$ cat config.mk
export PLATFORM = sky130hd
export DESIGN_NAME = fifo_uart_tx_flat
export DESIGN_NICKNAME = d
export VERILOG_FILES = /design/src/rtl/fifo_uart_pkg.sv /design/src/rtl/fifo_uart_tx_if.sv /design/src/rtl/fifo_uart_tx_baud_counter.sv /design/src/rtl/fifo_uart_tx.sv /design/src/flat_wrapper.sv
export SDC_FILE = /design/constraint.sdc
export NUM_CORES = 1
export LEC_CHECK = 0
export CORE_UTILIZATION = 56
export CTS_BUF_LIST = sky130_fd_sc_hd__clkbuf_8
export DETAILED_ROUTE_END_ITERATION = 7
export PLACE_DENSITY = 0.84
export SYNTH_ARGS = -nofsm -noshare
export SYNTH_HDL_FRONTEND = slang
export SYNTH_SLANG_ARGS = --single-unit
$ cat constraint.sdc
create_clock -name clk -period 2.88 [get_ports clk]
set_input_delay 0.288 -clock clk [delete_from_list [all_inputs] [get_ports clk]]
set_output_delay 0.288 -clock clk [all_outputs]
set_load 0.01 [all_outputs]
$ cat src/rtl/fifo_uart_pkg.sv
`default_nettype none
// +------------------------------------------------------------------+
// | fifo_uart_pkg                                                    |
// | State encoding and sizing helpers for the FIFO-to-UART drain.    |
// | Revision: 1.0                                                    |
// +------------------------------------------------------------------+
package fifo_uart_pkg;

    typedef enum logic [2:0] {
        ST_IDLE   = 3'd0,
        ST_START  = 3'd1,
        ST_DATA   = 3'd2,
        ST_PARITY = 3'd3,
        ST_STOP   = 3'd4
    } state_t;

    // Serial bits per frame: start + data + optional parity + stop bits.
    function automatic int frame_bits(input int data_width, input int parity_en, input int stop_bits);
        return 1 + data_width + ((parity_en != 0) ? 1 : 0) + stop_bits;
    endfunction

    function automatic int cnt_width(input int clk_div);
        return (clk_div > 1) ? $clog2(clk_div) : 1;
    endfunction

endpackage
`default_nettype wire

$ cat src/rtl/fifo_uart_tx_if.sv
`default_nettype none
// +------------------------------------------------------------------+
// | fifo_uart_tx_if                                                  |
// | FIFO pop handshake plus serial-side outputs of the UART drain.   |
// | Revision: 1.0                                                    |
// +------------------------------------------------------------------+
interface fifo_uart_tx_if #(
    parameter int DATA_WIDTH = 8
);
    logic                  enable;
    logic                  fifo_val;
    logic [DATA_WIDTH-1:0] fifo_data;
    logic                  fifo_read;
    logic                  tx;
    logic                  busy;
    logic                  frame_done;

    modport master (
        output enable, fifo_val, fifo_data,
        input  fifo_read, tx, busy, frame_done
    );

    modport slave (
        input  enable, fifo_val, fifo_data,
        output fifo_read, tx, busy, frame_done
    );
endinterface
`default_nettype wire

$ cat src/rtl/fifo_uart_tx_baud_counter.sv
`default_nettype none
// +------------------------------------------------------------------+
// | uart_baud_counter                                                |
// | Per-bit down counter; reloads on request, flags the bit's end.   |
// | Revision: 1.0                                                    |
// +------------------------------------------------------------------+
module uart_baud_counter #(
    parameter int CLK_DIV = 16,
    parameter int CNT_W   = 4
) (
    input  wire logic clk,
    input  wire logic rst,
    input  wire logic i_load,
    input  wire logic i_run,
    output logic      o_bit_end,
    output logic      o_bit_near_end
);
    localparam logic [CNT_W-1:0] c_RELOAD = CNT_W'(CLK_DIV - 1);

    logic [CNT_W-1:0] r_cnt;

    always_ff @(posedge clk or posedge rst) begin
        if (rst) begin
            r_cnt <= '0;
        end else if (i_load) begin
            r_cnt <= c_RELOAD;
        end else if (i_run && (r_cnt != '0)) begin
            r_cnt <= r_cnt - CNT_W'(1);
        end
    end

    assign o_bit_end      = (r_cnt == '0);
    assign o_bit_near_end = (r_cnt == CNT_W'(1));
endmodule
`default_nettype wire

$ cat src/rtl/fifo_uart_tx.sv
`default_nettype none
// +------------------------------------------------------------------+
// | fifo_uart_tx                                                     |
// | Pops words from a ring FIFO and serialises them as UART frames.  |
// | Revision: 1.0                                                    |
// +------------------------------------------------------------------+
module fifo_uart_tx
    import fifo_uart_pkg::*;
#(
    parameter int DATA_WIDTH = 8,
    parameter int CLK_DIV    = 16,
    parameter int PARITY_EN  = 0,
    parameter int PARITY_ODD = 0,
    parameter int STOP_BITS  = 1
) (
    input wire logic      clk,
    input wire logic      reset,
    fifo_uart_tx_if.slave bus
);
    localparam int                 c_CNT_W     = cnt_width(CLK_DIV);
    localparam int                 c_BIT_W     = $clog2(DATA_WIDTH + 1);
    localparam logic [c_BIT_W-1:0] c_LAST_DATA = c_BIT_W'(DATA_WIDTH - 1);
    localparam logic [c_BIT_W-1:0] c_LAST_STOP = c_BIT_W'(STOP_BITS - 1);
    localparam logic               c_PAR_EN    = (PARITY_EN != 0);
    localparam logic               c_PAR_ODD   = (PARITY_ODD != 0);

    state_t                r_state;
    logic [DATA_WIDTH-1:0] r_shift;
    logic [c_BIT_W-1:0]    r_bit_cnt;
    logic                  r_parity;
    logic                  r_tx;
    logic                  r_busy;
    logic                  r_done;

    logic                  w_bit_end;
    logic                  w_bit_near_end;
    logic                  w_active;
    logic                  w_final_stop;
    logic                  w_pop;
    logic                  w_load;
    logic [DATA_WIDTH-1:0] w_shift_next;

    assign w_active     = (r_state != ST_IDLE);
    assign w_final_stop = (r_state == ST_STOP) && (r_bit_cnt == c_LAST_STOP);
    // Reset gates the pop so the FIFO never loses a word while the drain is held.
    assign w_pop        = !reset && bus.enable && bus.fifo_val &&
                          ((r_state == ST_IDLE) || (w_final_stop && w_bit_end));
    assign w_load       = w_pop || (w_active && w_bit_end);
    assign w_shift_next = r_shift >> 1;

    uart_baud_counter #(
        .CLK_DIV (CLK_DIV),
        .CNT_W   (c_CNT_W)
    ) u_baud (
        .clk            (clk),
        .rst            (reset),
        .i_load         (w_load),
        .i_run          (w_active),
        .o_bit_end      (w_bit_end),
        .o_bit_near_end (w_bit_near_end)
    );

    // tx/busy are assigned together with the state they describe.
    always_ff @(posedge clk or posedge reset) begin
        if (reset) begin
            r_state   <= ST_IDLE;
            r_shift   <= '0;
            r_bit_cnt <= '0;
            r_parity  <= 1'b0;
            r_tx      <= 1'b1;
            r_busy    <= 1'b0;
            r_done    <= 1'b0;
        end else begin
            r_done <= w_final_stop && w_bit_near_end;
            if (w_pop) begin
                r_state   <= ST_START;
                r_shift   <= bus.fifo_data;
                r_parity  <= (^bus.fifo_data) ^ c_PAR_ODD;
                r_bit_cnt <= '0;
                r_tx      <= 1'b0;
                r_busy    <= 1'b1;
            end else if (w_active && w_bit_end) begin
                unique case (r_state)
                    ST_START: begin
                        r_state   <= ST_DATA;
                        r_bit_cnt <= '0;
                        r_tx      <= r_shift[0];
                    end
                    ST_DATA: begin
                        r_shift <= w_shift_next;
                        if (r_bit_cnt == c_LAST_DATA) begin
                            r_bit_cnt <= '0;
                            if (c_PAR_EN) begin
                                r_state <= ST_PARITY;
                                r_tx    <= r_parity;
                            end else begin
                                r_state <= ST_STOP;
                                r_tx    <= 1'b1;
                            end
                        end else begin
                            r_bit_cnt <= r_bit_cnt + c_BIT_W'(1);
                            r_tx      <= w_shift_next[0];
                        end
                    end
                    ST_PARITY: begin
                        r_state   <= ST_STOP;
                        r_bit_cnt <= '0;
                        r_tx      <= 1'b1;
                    end
                    ST_STOP: begin
                        if (w_final_stop) begin
                            r_state <= ST_IDLE;
                            r_tx    <= 1'b1;
                            r_busy  <= 1'b0;
                        end else begin
                            r_bit_cnt <= r_bit_cnt + c_BIT_W'(1);
                        end
                    end
                    default: begin
                        r_state <= ST_IDLE;
                        r_tx    <= 1'b1;
                        r_busy  <= 1'b0;
                    end
                endcase
            end
        end
    end

    assign bus.fifo_read  = w_pop;
    assign bus.tx         = r_tx;
    assign bus.busy       = r_busy;
    assign bus.frame_done = r_done;
endmodule
`default_nettype wire

$ cat src/flat_wrapper.sv
// flat-port wrapper written by rule: the top's interface ports become plain ports
module fifo_uart_tx_flat import fifo_uart_pkg::*;
#(
    parameter int DATA_WIDTH = 8,
    parameter int CLK_DIV    = 16,
    parameter int PARITY_EN  = 0,
    parameter int PARITY_ODD = 0,
    parameter int STOP_BITS  = 1
)
  (clk, reset, bus_enable, bus_fifo_val, bus_fifo_data, bus_fifo_read, bus_tx, bus_busy, bus_frame_done);
  fifo_uart_tx_if #(.DATA_WIDTH(DATA_WIDTH)) bus_i ();
  input wire logic clk;
  input wire logic reset;
  input wire logic [$bits(bus_i.enable)-1:0] bus_enable;
  input wire logic [$bits(bus_i.fifo_val)-1:0] bus_fifo_val;
  input wire logic [$bits(bus_i.fifo_data)-1:0] bus_fifo_data;
  output wire logic [$bits(bus_i.fifo_read)-1:0] bus_fifo_read;
  output wire logic [$bits(bus_i.tx)-1:0] bus_tx;
  output wire logic [$bits(bus_i.busy)-1:0] bus_busy;
  output wire logic [$bits(bus_i.frame_done)-1:0] bus_frame_done;
  assign bus_i.enable = bus_enable;
  assign bus_i.fifo_val = bus_fifo_val;
  assign bus_i.fifo_data = bus_fifo_data;
  assign bus_fifo_read = bus_i.fifo_read;
  assign bus_tx = bus_i.tx;
  assign bus_busy = bus_i.busy;
  assign bus_frame_done = bus_i.frame_done;
  fifo_uart_tx #(.DATA_WIDTH(DATA_WIDTH), .CLK_DIV(CLK_DIV), .PARITY_EN(PARITY_EN), .PARITY_ODD(PARITY_ODD), .STOP_BITS(STOP_BITS)) u_core (.clk(clk), .reset(reset), .bus(bus_i));
endmodule
### Yosys cells after proc, flatten, opt, wreduce, memory -nomap -nowiden

Cells that the tools add are included.

| cells by class | value |
|---|---|
| reductions and logical operators | 27 |
| equality and inequality tests | 10 |
| $add $sub $neg | 2 |
| multiplexer cells | 24 |

Operator list:

| kind | number |
|---|---|
| 2-to-1 mux 4 bit | 6 |
| 2-to-1 mux 8 bit | 3 |
| 2-to-1 mux 3 bit | 4 |
| case mux 3 bit (4 select lines) | 1 |
| case mux 4 bit (3 select lines) | 1 |
| AND reduction 3 bit | 3 |
| logical AND 1 bit | 8 |
| zero test 4 bit | 2 |
| nonzero test 4 bit | 2 |
| 2-to-1 mux 1 bit | 7 |
| == test 3 x 2 -> 1 bit, second input constant | 2 |
| inequality test 3 x 1 -> 1 bit, second input constant | 2 |
| nonzero test 2 bit | 3 |
| adder 4 x 1 -> 4 bit, second input constant | 1 |
| == test 4 x 1 -> 1 bit, second input constant | 1 |
| == test 4 x 3 -> 1 bit, second input constant | 1 |
| AND reduction 2 bit | 2 |
| subtractor 4 x 1 -> 4 bit, second input constant | 1 |
| == test 3 x 1 -> 1 bit, second input constant | 1 |
| == test 3 bit, second input constant | 1 |
| zero test 3 bit | 1 |
| inequality test 3 bit, second input constant | 1 |
| case mux 1 bit (3 select lines) | 1 |
| nonzero test 3 bit | 1 |
| 6 further kinds | 7 |

| storage, ports and cells | value |
|---|---|
| output and inout bits | 4 |
| bits in registers | 22 |
| input bits | 12 |

### Depth between registers and ports, before layout

| depth | value |
|---|---|
| depth in word-level cells | 7 |
| mapped depth | 9 |
| mapped depth without buffers | 7 |

### Cells and area by module

A second synthesis with hierarchy kept.

| second synthesis, totals | value |
|---|---|
| cells, all modules | 139 |
| area total of the unflattened synthesis | 1,413.9 sq um |

By module, submodules not included:

| module | area each (sq um) | cells an instance | times used | seq. area each (sq um) |
|---|---|---|---|---|
| fifo_uart_tx | 1,169.9 | 115 | 1 | 451.7 |
| uart_baud_counter | 244.0 | 24 | 1 | 100.1 |

### Worst setup path after synthesis

Ideal clock, no wire load.

| timing | value |
|---|---|
| path kind | register to register |
| start point | register u_core.u_baud.r_cnt[0] |
| end point | register u_core.r_shift[6] |
| clock period less this slack | 2.283 ns |
| cell stages (with the launch flop) | 9 |
| slack | 0.597 ns |
| library setup time | 0.125 ns |
| arrival time | 2.158 ns |
| path through | dfrtp_1 -> inv_1 -> ha_1 -> or3b_1 -> buf_2 -> or4_4 -> buf_6 -> mux2_4 -> mux2_4 |

| on the way | value |
|---|---|
| longest elaborated chain between the ends | 6 |

RTL lines:

| element | line | text |
|---|---|---|
| start, declared | fifo_uart_tx_baud_counter.sv:20 | `logic [CNT_W-1:0] r_cnt;` |
| start signal, assigned | fifo_uart_tx_baud_counter.sv:26 | `r_cnt <= c_RELOAD;` |
| start signal, assigned | fifo_uart_tx_baud_counter.sv:28 | `r_cnt <= r_cnt - CNT_W'(1);` |
| zero test 4 bit (*) | fifo_uart_tx_baud_counter.sv:32 | `assign o_bit_end = (r_cnt == '0);` |
| logical AND 1 bit | fifo_uart_tx.sv:47 | `((r_state == ST_IDLE) \|\| (w_final_stop && w_bit_end));` |
| logical OR 1 bit | fifo_uart_tx.sv:47 |  |
| logical AND 1 bit | fifo_uart_tx.sv:46 | `assign w_pop = !reset && bus.enable && bus.fifo_val &&` |
| nonzero test 2 bit (no line) | n/a |  |
| AND reduction 2 bit (no line) | n/a |  |
| end signal, assigned | fifo_uart_tx.sv:77 | `r_shift <= bus.fifo_data;` |
| end signal, assigned | fifo_uart_tx.sv:90 | `r_shift <= w_shift_next;` |
| end, declared | fifo_uart_tx.sv:28 | `logic [DATA_WIDTH-1:0] r_shift;` |

Mark *: on every way between the ends. The rest lies on a longest branch, timed or not.
A chain may end at the register's enable or synchronous reset.

### Worst setup path after layout

| timing | value |
|---|---|
| start point | register u_core.r_bit_cnt[0] |
| end point | output bus_fifo_read |

| on the way | value |
|---|---|
| longest elaborated chain between the ends | 5 |

RTL lines:

| element | line | text |
|---|---|---|
| start, declared | fifo_uart_tx.sv:29 | `logic [c_BIT_W-1:0] r_bit_cnt;` |
| start signal, assigned | fifo_uart_tx.sv:101 | `r_bit_cnt <= r_bit_cnt + c_BIT_W'(1);` |
| start signal, assigned | fifo_uart_tx.sv:116 | `r_bit_cnt <= r_bit_cnt + c_BIT_W'(1);` |
| zero test 4 bit | fifo_uart_tx.sv:44 | `assign w_final_stop = (r_state == ST_STOP) && (r_bit_cnt == c_LAST_STOP);` |
| logical AND 1 bit | fifo_uart_tx.sv:44 |  |
| logical AND 1 bit | fifo_uart_tx.sv:47 |  |
| logical OR 1 bit | fifo_uart_tx.sv:47 |  |
| logical AND 1 bit | fifo_uart_tx.sv:46 |  |
| end, declared | flat_wrapper.sv:17 | `output wire logic [$bits(bus_i.fifo_read)-1:0] bus_fifo_read;` |

Every way passes these cells.

==> impl_results.md <==
- Outcome: finished, final reports clean
- Power density over the cells: a little over 400 mW/mm²
- DRC viols: 0
- Slew @ Worst Pin: 0.825 ns
- Clock Tree Buf Depth: 2
- Antenna violations before repair: 0
- M2 GR Usage: 0.409
- TNS Setup: 0 ns
- Final Cycle Share: 0.933
- Async SR Flop Fraction: 1.00
- Core Box Area: 0.00204 mm²
- Antenna diode count: 0
- Die ar.: around 0.0024 mm²
- Net count, final: roughly 170
- Most Crowded Layer GR: met2
- Port Buffers: 15
- GR Util met3: 0.0187
- Synth warnings: 0
- Die W: a little under 50 µm
- Slew headroom: 0.449
- Seq/Total Area, Yosys: 0.438
- GRT Util Overall: 0.243
- Top Ports: 16
- Hold crit path type: input pin to asynchronous set/reset pin
- CP Max Fanout: 5
- Worst r2r dst: u_core.r_shift[6]
- Commonest cells in the netlist: dfrtp_1 (21), o21ai_0 (12), inv_1 (9)
- CP Launch Type: register
- Clock Pin Slew Worst Setup and Hold Paths: 0.08 ns
- Final WS setup: around 0.19 ns
- Global-route wire length before repair: between 4000 and 5000 µm
- Reg2reg start: u_core.u_baud.r_cnt[0]
- Synthesized cell area: roughly 0.0013 mm²
- Skew-Pair Late Insertion Delay: about 0.26 ns
- Max-slew violation count: 0
- Setup Skew: about 0.0055 ns
- Pin count of the biggest net entering global routing: 23
- GRT overflow: 0
- Site row count: 16
- Number of global-route vias before repair: between 1000 and 1500
- Reg2Reg Setup Slack: around 0.6 ns
- Hold Violations, Final: 0
- Initial core utilization: 0.616
- DRT Pass-1 Iters: 4
- GPL Wtd Cong: 0.898
- Post-DP HPWL: 1920 µm
- Critical path class: register to output port
- Net Count, Synth: 150
- Unrepaired setup endpoints after global routing: no
- Die Span Y: about 49 µm
- Share of post-route cells with drive strength above 1: 0.170
- Layout area overhead: 18.9%
- # H-tree levels: 1
- Top cell type's share of synthesized area: 0.417
- CP endpoint kind: output port
- Synthesized area per cell: ~9.5 µm²
- Worst-case vdd ir drop: between 0.3 and 0.4 mV
- Crit path required time: roughly 2.6 ns
- Root Buffer: clkbuf_8
- Primary FF master, synth: dfrtp_1
- Avg WL per Cell: between 15 and 20 µm
- Leading area contributor after synthesis: dfrtp_1
- Setup Fix Bufs, Post-CTS: 0
- Max-Cap Viols: 0
- Synth unique cells: 35
- Iter 0 DRT Violations: 39
- Pleak: between 0.0006 and 0.0007 µW
- TritonCTS buffer count: 3
- Data arrival, critical path: 2.40 ns
- Tmin final: between 2 and 3 ns
- Routed via count: around 1100
- Post-DRT Antenna Nets: 0
- Most frequent cell after synthesis: dfrtp_1
- Max Clock Freq: about 0.37 GHz
- Area contributors post-synth: dfrtp_1 (42%), o221a_2 (5.4%), ha_1 (5.0%)
- TritonCTS clock tree: yes
- Yosys reg bits: 22
- Met1 global-route usage: 0.325
- Pre-CTS setup slack: 0.464 ns
- CTS Sinks: 22
- Post-Syn Instances: approximately 130
- Vias per cell: between 6 and 7
- Finish-stage setup viols: 0
- Final WL: about 2700 µm
- Post-synth EDFFs: 0
- FF-to-FF path depth: 6
==> what timing repair did <==
item                                    4_1_cts  5_1_grt
endpoints found under the setup margin        0        1
hold buffers                                  0        0
resized for setup                             0        1
==> where the power goes <==
part | leakage, µW | switching [µW] | internal, µW
Clock | 0.0000357 | 103 | 186
Sequential | 0.000274 | 0 | 309
Combinational | 0.000364 | 8.52 | 13.7
Total | 0.000674 | 112 | 508
==> critical path, stage by stage, from the launching register on <==
cell and delay, ns:
dfrtp_1 0.42, inv_1 0.10, ha_1 0.18, or3b_2 0.46
o21ai_0 0.18, nand3_1 0.11, inv_1 0.14, clkdlybuf4s50_1 0.55
==> layout by cell type (no fill, tap or decap), types with 2 or more instances in the layout <==
cell,synthesis,routed
nor2_1,8,8
inv_1,9,9
dfrtp_1,21,21
or3_1,2,2
clkdlybuf4s50_1,0,15
o21ai_0,12,12
nor3_1,5,5
a31oi_1,2,2
a21oi_1,7,7
ha_1,5,5
nand2b_1,2,2
nand2_1,8,8
nor3b_1,3,3
and3b_1,2,2
mux2_4,2,2
o21bai_1,2,2
nand3_1,5,5
o221a_2,6,6
or2_2,6,6
nand4_1,4,4
clkbuf_8,0,3
o31ai_1,2,2
or3b_2,2,2
buf_4,0,2
==> metrics by stage <==
stage	hold WS [ns]	instance area (µm²)	util	cells	total power, µW
after detailed placement	0.530	1420	0.697	170	337
after floorplan	0.276	1260	-	133	321
after CTS	0.541	1490	0.732	174	622
after global routing	0.559	1500	0.733	174	637
final	0.502	1500	0.733	174	620
after global placement	0.500	1420	0.697	170	337
==> state kept, by name, summed over array words and instances, names as in the netlist <==
name / cells
u_core.r_state: 3
u_core.r_bit_cnt: 4
u_core.bus.busy: 1
u_core.u_baud.r_cnt: 4
u_core.bus.frame_done: 1
u_core.r_shift: 8
u_core.bus.tx: 1
==> logic make-up after synthesis <==
| family | share of synthesized area |
|---|---|
| and+or+nand+nor | 0.242 |
| AOI/OAI and AO/OA | 0.184 |
| DFF | 0.438 |
| buffers and inverters | 0.0547 |
| adders and majority gates | 0.0497 |
| muxes | 0.0318 |
==> per-layer routing <==
layer / share of wire / routed length [µm]
met5: 0 / 0
met4: 0.014 / 38
met3: 0.046 / 125
met2: 0.47 / 1280
met1: 0.47 / 1280
==> cell type report <==
cell class                 instances  area (µm²)
multi-input combinational         95         641
sequential                        22         552
fill                             152         546
timing repair buffer              17         165
clock buffer                       3        41.3
inverter                           9        33.8
tap                               27        33.8
clock inverter                     1        30.0
==> how the worst max path moves through the flow <==
stage               slack [ns]                    from  depth (start not counted)                end
CTS                       0.16  u_core.u_baud.r_cnt[0]                          7      bus_fifo_read
global route              0.05     u_core.r_bit_cnt[0]                          7      bus_fifo_read
detailed placement        0.46  u_core.u_baud.r_cnt[0]                          7      bus_fifo_read
global placement          0.56  u_core.u_baud.r_cnt[0]                          7      bus_fifo_read
finish                    0.19     u_core.r_bit_cnt[0]                          7      bus_fifo_read
floorplan                 0.60  u_core.u_baud.r_cnt[0]                          8  u_core.r_shift[6]
Note: power is estimated with default switching activity, not from simulation.
